--- src/rtl/pht_update_ctrl_pkg.sv ---
// Shared encodings and types for the PHT write sequencer.
package pht_update_ctrl_pkg;

   localparam int PHT_SIZE = 256;
   localparam int IDX_W    = 8;

   // 2-bit saturating counter states
   localparam logic [1:0] PHT_SNT = 2'b00;
   localparam logic [1:0] PHT_WNT = 2'b01;
   localparam logic [1:0] PHT_WT  = 2'b10;
   localparam logic [1:0] PHT_ST  = 2'b11;

   // Value the table applies when pht_wmode selects an init write
   localparam logic [1:0] INIT_STATE = PHT_WNT;

   localparam logic PHT_WMODE_UPDATE = 1'b0;
   localparam logic PHT_WMODE_INIT   = 1'b1;

   typedef enum logic {
      CTRL_INIT = 1'b0,
      CTRL_RUN  = 1'b1
   } ctrl_state_e;

   typedef struct packed {
      logic [IDX_W-1:0] idx;
      logic             taken;
   } upd_entry_t;

endpackage

--- src/rtl/pht_upd_fifo.sv ---
// Small synchronous FIFO holding resolved-branch updates until RUN drains them.
module pht_upd_fifo
   import pht_update_ctrl_pkg::*;
#(
   parameter int DEPTH = 4
) (
   input  logic       clk,
   input  logic       rst,
   input  logic       clr,
   input  logic       push,
   input  logic       pop,
   input  upd_entry_t din,
   output logic       full,
   output logic       empty,
   output upd_entry_t head
);

   localparam int PTR_W = $clog2(DEPTH);
   localparam logic [PTR_W:0] CNT_FULL = (PTR_W+1)'(DEPTH);

   logic [PTR_W-1:0] wr_ptr_q, wr_ptr_d;
   logic [PTR_W-1:0] rd_ptr_q, rd_ptr_d;
   logic [PTR_W:0]   cnt_q, cnt_d;
   upd_entry_t       mem_q [DEPTH];
   upd_entry_t       mem_d [DEPTH];
   logic             do_push, do_pop;

   assign full    = (cnt_q == CNT_FULL);
   assign empty   = (cnt_q == '0);
   assign head    = mem_q[rd_ptr_q];
   assign do_push = push && !full;
   assign do_pop  = pop && !empty;

   // Next pointers/count; power-of-two depth lets pointers wrap naturally
   always_comb begin
      wr_ptr_d = wr_ptr_q;
      rd_ptr_d = rd_ptr_q;
      cnt_d    = cnt_q;
      mem_d    = mem_q;
      if (clr) begin
         wr_ptr_d = '0;
         rd_ptr_d = '0;
         cnt_d    = '0;
      end else begin
         if (do_push) begin
            mem_d[wr_ptr_q] = din;
            wr_ptr_d        = wr_ptr_q + 1'b1;
         end
         if (do_pop) begin
            rd_ptr_d = rd_ptr_q + 1'b1;
         end
         case ({do_push, do_pop})
            2'b10:   cnt_d = cnt_q + 1'b1;
            2'b01:   cnt_d = cnt_q - 1'b1;
            default: cnt_d = cnt_q;
         endcase
      end
   end

   // Control state with synchronous reset
   always_ff @(posedge clk) begin
      if (rst) begin
         wr_ptr_q <= '0;
         rd_ptr_q <= '0;
         cnt_q    <= '0;
      end else begin
         wr_ptr_q <= wr_ptr_d;
         rd_ptr_q <= rd_ptr_d;
         cnt_q    <= cnt_d;
      end
   end

   // Storage needs no reset; entries are only read once counted valid
   always_ff @(posedge clk) begin
      mem_q <= mem_d;
   end

endmodule

--- src/rtl/pht_update_ctrl.sv ---
// Sequences PHT writes: full-table init sweep after reset/flush, then one
// queued branch update per cycle. All command outputs are registered.
module pht_update_ctrl
   import pht_update_ctrl_pkg::*;
#(
   parameter int Q_DEPTH = 4
) (
   input  logic             clk,
   input  logic             rst,
   input  logic             upd_valid,
   input  logic [15:0]      upd_pc,
   input  logic             upd_taken,
   output logic             upd_ready,
   input  logic             flush_req,
   output logic             pred_valid,
   output logic             pht_we,
   output logic [IDX_W-1:0] pht_waddr,
   output logic             pht_wmode,
   output logic             pht_taken,
   output logic [15:0]      drop_cnt
);

   localparam logic [IDX_W-1:0] IDX_LAST = IDX_W'(PHT_SIZE - 1);

   ctrl_state_e      state_q, state_d;
   logic [IDX_W-1:0] idx_q, idx_d;
   logic             we_q, we_d;
   logic [IDX_W-1:0] waddr_q, waddr_d;
   logic             wmode_q, wmode_d;
   logic             taken_q, taken_d;
   logic             pvld_q, pvld_d;
   logic [15:0]      drop_q, drop_d;

   logic             fifo_full, fifo_empty, fifo_push, fifo_pop;
   upd_entry_t       fifo_din, fifo_head;
   logic             unused_pc;

   // Only pc[9:2] selects an entry; remaining PC bits are deliberately ignored
   assign unused_pc = ^upd_pc;

   // Ready reflects the current occupancy only; a same-cycle pop gives no credit
   assign upd_ready = !rst && !fifo_full;
   assign fifo_push = upd_valid && upd_ready && !flush_req;
   assign fifo_din  = '{idx: upd_pc[IDX_W+1:2], taken: upd_taken};

   pht_upd_fifo #(.DEPTH(Q_DEPTH)) u_fifo (
      .clk   (clk),
      .rst   (rst),
      .clr   (flush_req),
      .push  (fifo_push),
      .pop   (fifo_pop),
      .din   (fifo_din),
      .full  (fifo_full),
      .empty (fifo_empty),
      .head  (fifo_head)
   );

   // Next-state and next-command selection; flush overrides both phases
   always_comb begin
      state_d  = state_q;
      idx_d    = idx_q;
      we_d     = 1'b0;
      waddr_d  = '0;
      wmode_d  = PHT_WMODE_UPDATE;
      taken_d  = 1'b0;
      pvld_d   = 1'b0;
      fifo_pop = 1'b0;
      drop_d   = drop_q;

      if (upd_valid && !upd_ready && (drop_q != 16'hFFFF)) begin
         drop_d = drop_q + 16'd1;
      end

      if (flush_req) begin
         state_d = CTRL_INIT;
         idx_d   = '0;
      end else begin
         case (state_q)
            CTRL_INIT: begin
               we_d    = 1'b1;
               wmode_d = PHT_WMODE_INIT;
               waddr_d = idx_q;
               idx_d   = idx_q + 1'b1;
               if (idx_q == IDX_LAST) begin
                  state_d = CTRL_RUN;
               end
            end
            default: begin
               // Sweep's last write has already been visible for a cycle
               pvld_d = 1'b1;
               if (!fifo_empty) begin
                  fifo_pop = 1'b1;
                  we_d     = 1'b1;
                  waddr_d  = fifo_head.idx;
                  taken_d  = fifo_head.taken;
               end
            end
         endcase
      end
   end

   // Controller FSM with registered command outputs
   always_ff @(posedge clk) begin
      if (rst) begin
         state_q <= CTRL_INIT;
         idx_q   <= '0;
         we_q    <= 1'b0;
         waddr_q <= '0;
         wmode_q <= PHT_WMODE_UPDATE;
         taken_q <= 1'b0;
         pvld_q  <= 1'b0;
         drop_q  <= '0;
      end else begin
         state_q <= state_d;
         idx_q   <= idx_d;
         we_q    <= we_d;
         waddr_q <= waddr_d;
         wmode_q <= wmode_d;
         taken_q <= taken_d;
         pvld_q  <= pvld_d;
         drop_q  <= drop_d;
      end
   end

   assign pht_we     = we_q;
   assign pht_waddr  = waddr_q;
   assign pht_wmode  = wmode_q;
   assign pht_taken  = taken_q;
   assign pred_valid = pvld_q;
   assign drop_cnt   = drop_q;

endmodule

--- config.mk ---
export PLATFORM = sky130hd
export DESIGN_NAME = pht_update_ctrl
export DESIGN_NICKNAME = d
export VERILOG_FILES = /design/src/rtl/pht_update_ctrl_pkg.sv /design/src/rtl/pht_upd_fifo.sv /design/src/rtl/pht_update_ctrl.sv
export SDC_FILE = /design/constraint.sdc
export NUM_CORES = 1
export LEC_CHECK = 0
export CORE_MARGIN = 2
export CORE_UTILIZATION = 55
export DETAILED_ROUTE_END_ITERATION = 7
export DONT_BUFFER_PORTS = 1
export PLACE_DENSITY = 0.68
export SETUP_SLACK_MARGIN = 0.05
export SLEW_MARGIN = 25
export SYNTH_ARGS = -nofsm -noshare
export SYNTH_HDL_FRONTEND = slang
export SYNTH_SLANG_ARGS = --single-unit
--- constraint.sdc ---
create_clock -name clk -period 7.48 [get_ports clk]
set_clock_uncertainty 0.2 [all_clocks]
set_input_delay 1.122 -clock clk [delete_from_list [all_inputs] [get_ports clk]]
set_output_delay 1.122 -clock clk [all_outputs]
set_load 0.005 [all_outputs]
==> results list <==
* Total CTS buffers: 9
- Effective utilization at floorplan: 0.5702
- The number of slew-limit violations in the final report was 0.
* Critical path's most frequent cell: inv_1
- Leakage power figure: 0.001197 uW
* PD cells: 224.8 nW/um2
- Counting flops with a built-in enable in the synthesized netlist gives 36.
- Among all flip-flop cells after synthesis, the most frequent one is dfxtp_1.
- Per-cell via count in the routed design: 5.730
- Part of the cycle the worst path needs: 0.3821
- Traced cell by cell, the critical path runs through or2_2 -> nor2_1 -> inv_1 -> ha_1 -> inv_1 -> fa_1 -> xor2_1 -> or3_1 -> a21oi_1.
* Run status: finished, final reports clean
- Ranked by total cell area, the synthesized netlist is headed by edfxtp_1 (32%), dfxtp_1 (26%), mux4_2 (6.0%), nor2_1 (2.8%), ha_1 (2.6%).
* Root buffer selected by CTS: clkbuf_8
- Post-synth top area cell: edfxtp_1
- Unrepaired setup endpoints after global routing: no
* Fill cell count: 453
- The number of antenna violations at the first check in global routing is 0.
- Post-detailed-route count of antenna-violating nets: 0
* Endpoints failing hold: 0
- Most numerous cell types in the synthesized netlist: dfxtp_1 (44), edfxtp_1 (36), nor2_1 (25)
- For this design, the slowest cell found on the critical path is fa_1.
* Post-Synthesis Net Count: 311
* Share of final-layout standard cells stronger than drive strength 1: 0.1285
- Of all nets on the critical path, the largest fanout is 25.
* First-pass detailed-route iteration total: 4
- Aggregate negative setup slack: 0 ps
- The worst hold path belongs to the class flip-flop to flip-flop.
- Of the synthesized area, sequential elements account for 0.5812.
* Buffers on Ports: 0
* Placer congestion estimate: 0.7461
- DR iter-0 viols: 119
* Largest net degree at the start of global routing: 26
* Achievable clock frequency: 0.3499 GHz
* Area of the core region: 5921 um2
* Relative max-transition margin: 0.5174
* Total number of placement rows: 28
* Total power consumption of the routed design: 814.0 uW
- Max-cap violations: 0
- Mapped Area: 3376 um2
- Routing usage on met2: 0.2573
- Final core utilization: 0.6116
- CTS H-tree lvls: 3
* Setup crit start kind: input port
- Setup violations remaining at the end of the flow were counted as 0.
* CTS tree: done
- Transition time of the tightest slew-check pin: 723.0 ps
- Endpoint type of the worst setup path: flip-flop
* Period minus WS final: 2858 ps
- Seq cells post-synth: 80
- Post-DP HPWL: 3.842 mm
- Synthesized area per cell: 11.97 um2
- Post-synthesis async set-or-reset flop share: 0
- For this block, the routed nets add up to 5.749 mm of wire.
* TritonCTS sink count: 80
- VDD IR-drop max: 0.0001433 V
* WS Path Type: input port to flip-flop
- Area delta synth->final: 7.265%
- For met1 alone, demand over resource in global routing was 0.2659.
- Global-route wire length before repair: 8.935 mm
* YS warnings: 0
- Clock tree buffer depth: 2
* Clock Latency Late Sink: 330 ps
* Biggest cell delay along the critical path: 380 ps
- GRT met3 Usage: 0.04891
- Total vias in the final route: 2,080
- After clock tree synthesis, the setup repair step added 0 buffers.
- Counting both buffers and inverters, the worst setup path holds a total of 2.
* Fraction of post-synthesis cell area in the top cell type by area: 0.3202
- Clock input transition at the sequential cells of the worst setup and hold paths: 80 ps
- STA puts the critical path data required time at 7550 ps.
- Total overflow reported by the global router: 0
- After detailed routing, the number of remaining DRC violations is 0.
- The cell count after synthesis came out at 282.
- Worst path top cell family by delay: simple AND/OR/NAND/NOR gates
- In the global route stage, overall resource usage came out at 0.1823.
- # diodes: 0
- STA puts the critical path data arrival time at 2930 ps.
- # resized after CTS: 0
- Crit path setup slack, layout: 4622 ps
- In this run, distinct cell masters in the synthesized netlist total 43.
- Yosys instantiated no cell more often than dfxtp_1.
- Dividing the detail-routed wire length by the instance count gives 15.84 um.
- The number of global-route vias before repair was 1,828.
- Hold repair after CTS inserted 0 buffers.
- Measured along the y axis, the die boundary spans 82.35 um.
* Final Net Count: 312
- 50 I/O pins were placed.
- Die X: 82.35 um
* GRT busiest layer: met1
* Die footprint: 6781 um2
- Timing analysis after detailed placement gives a worst setup slack of 4313 ps.
[logic make-up (layout without fill, tap and decap cells)]
family / Yosys count / in the layout / synth area share
DFF: 80 / 80 / 0.5812
AOI/OAI and AO/OA: 39 / 39 / 0.06783
and+or+nand+nor: 100 / 100 / 0.1709
xor gates and xnor gates: 12 / 12 / 0.03113
buffers and inverters: 28 / 34 / 0.03781
muxes: 15 / 15 / 0.07932
adders and majority gates: 8 / 8 / 0.03187
[flip-flops by register name, indices dropped and copies added, names as in the netlist]
register and flops:
u_fifo.rd_ptr_q 2, drop_cnt 16, pht_taken 1, u_fifo.cnt_q 3, pht_waddr 8, pht_wmode 1
pred_valid 1, state_q 1, u_fifo.mem_q 36, u_fifo.wr_ptr_q 2, idx_q 8, pht_we 1
[power by group]
part	leakage [uW]	internal, uW	switching (uW)
sequential	0.000681	460	2.95
combinational	0.000414	5.51	9.14
clock	0.000102	187	149
[per-stage QoR]
stage / cells / area (um2) / hold slack [ps]
2_1_floorplan: 282 / 3376 / 259.1
3_3_place_gp: 347 / 3410 / 285.1
3_5_place_dp: 347 / 3410 / 282.9
4_1_cts: 363 / 3621 / 298.7
5_1_grt: 363 / 3621 / 327.4
6_report: 363 / 3621 / 296.0
[routing by layer]
layer	part of all wire	up-vias
li1	-	1030
met1	0.48	995
met2	0.45	48
met3	0.054	7
met4	0.014	0
met5	0	-
[placed cells by master (no fill, tap or decap), types with 3 or more instances in the layout]
cell,netlist,routed
nor2b_1,5,5
inv_1,18,18
edfxtp_1,36,36
nand3_1,9,9
clkbuf_8,2,9
nor4_1,4,4
nand4_1,5,5
nor2_1,25,25
mux2_2,4,4
or4_1,10,10
dfxtp_1,44,44
o21ai_0,12,12
and2_1,4,4
mux4_2,9,9
o31ai_1,8,8
xor2_1,8,8
a21oi_1,15,15
nor3_1,4,4
nand2_1,15,15
and3_1,3,3
ha_1,7,7
xnor2_1,4,4
[worst reg2reg max path, delay by kind of cell, from the launching register on]
kind / cells / cell delay (ps)
adders and majority gates: 2 / 640
DFF: 1 / 480
AOI/OAI and AO/OA: 1 / 130
xor gates and xnor gates: 1 / 160
buffers and inverters: 2 / 210
and+or+nand+nor: 2 / 710
[path summary, 6_finish.rpt]
path | slack, ps | cells after the start | start | endpoint
setup reg to reg | 4880 | 8 | state_q | u_fifo.cnt_q[2]
hold / removal | 300 | 2 | idx_q[4] | pht_waddr[4]
setup / recovery | 4620 | 9 | rst | u_fifo.cnt_q[2]
hold reg to reg | 300 | 2 | idx_q[4] | pht_waddr[4]
[area by class of cell]
class	count	area (um2)	share of cell area
clock inverters	6	83.83	0.02315
flip-flops and latches	80	1962	0.5418
clock buffers	10	127.6	0.03525
inverters	18	67.56	0.01866
multi-input cells	174	1286	0.3552
well taps	75	93.84	0.02592
Power figures use the tool's default switching activity.
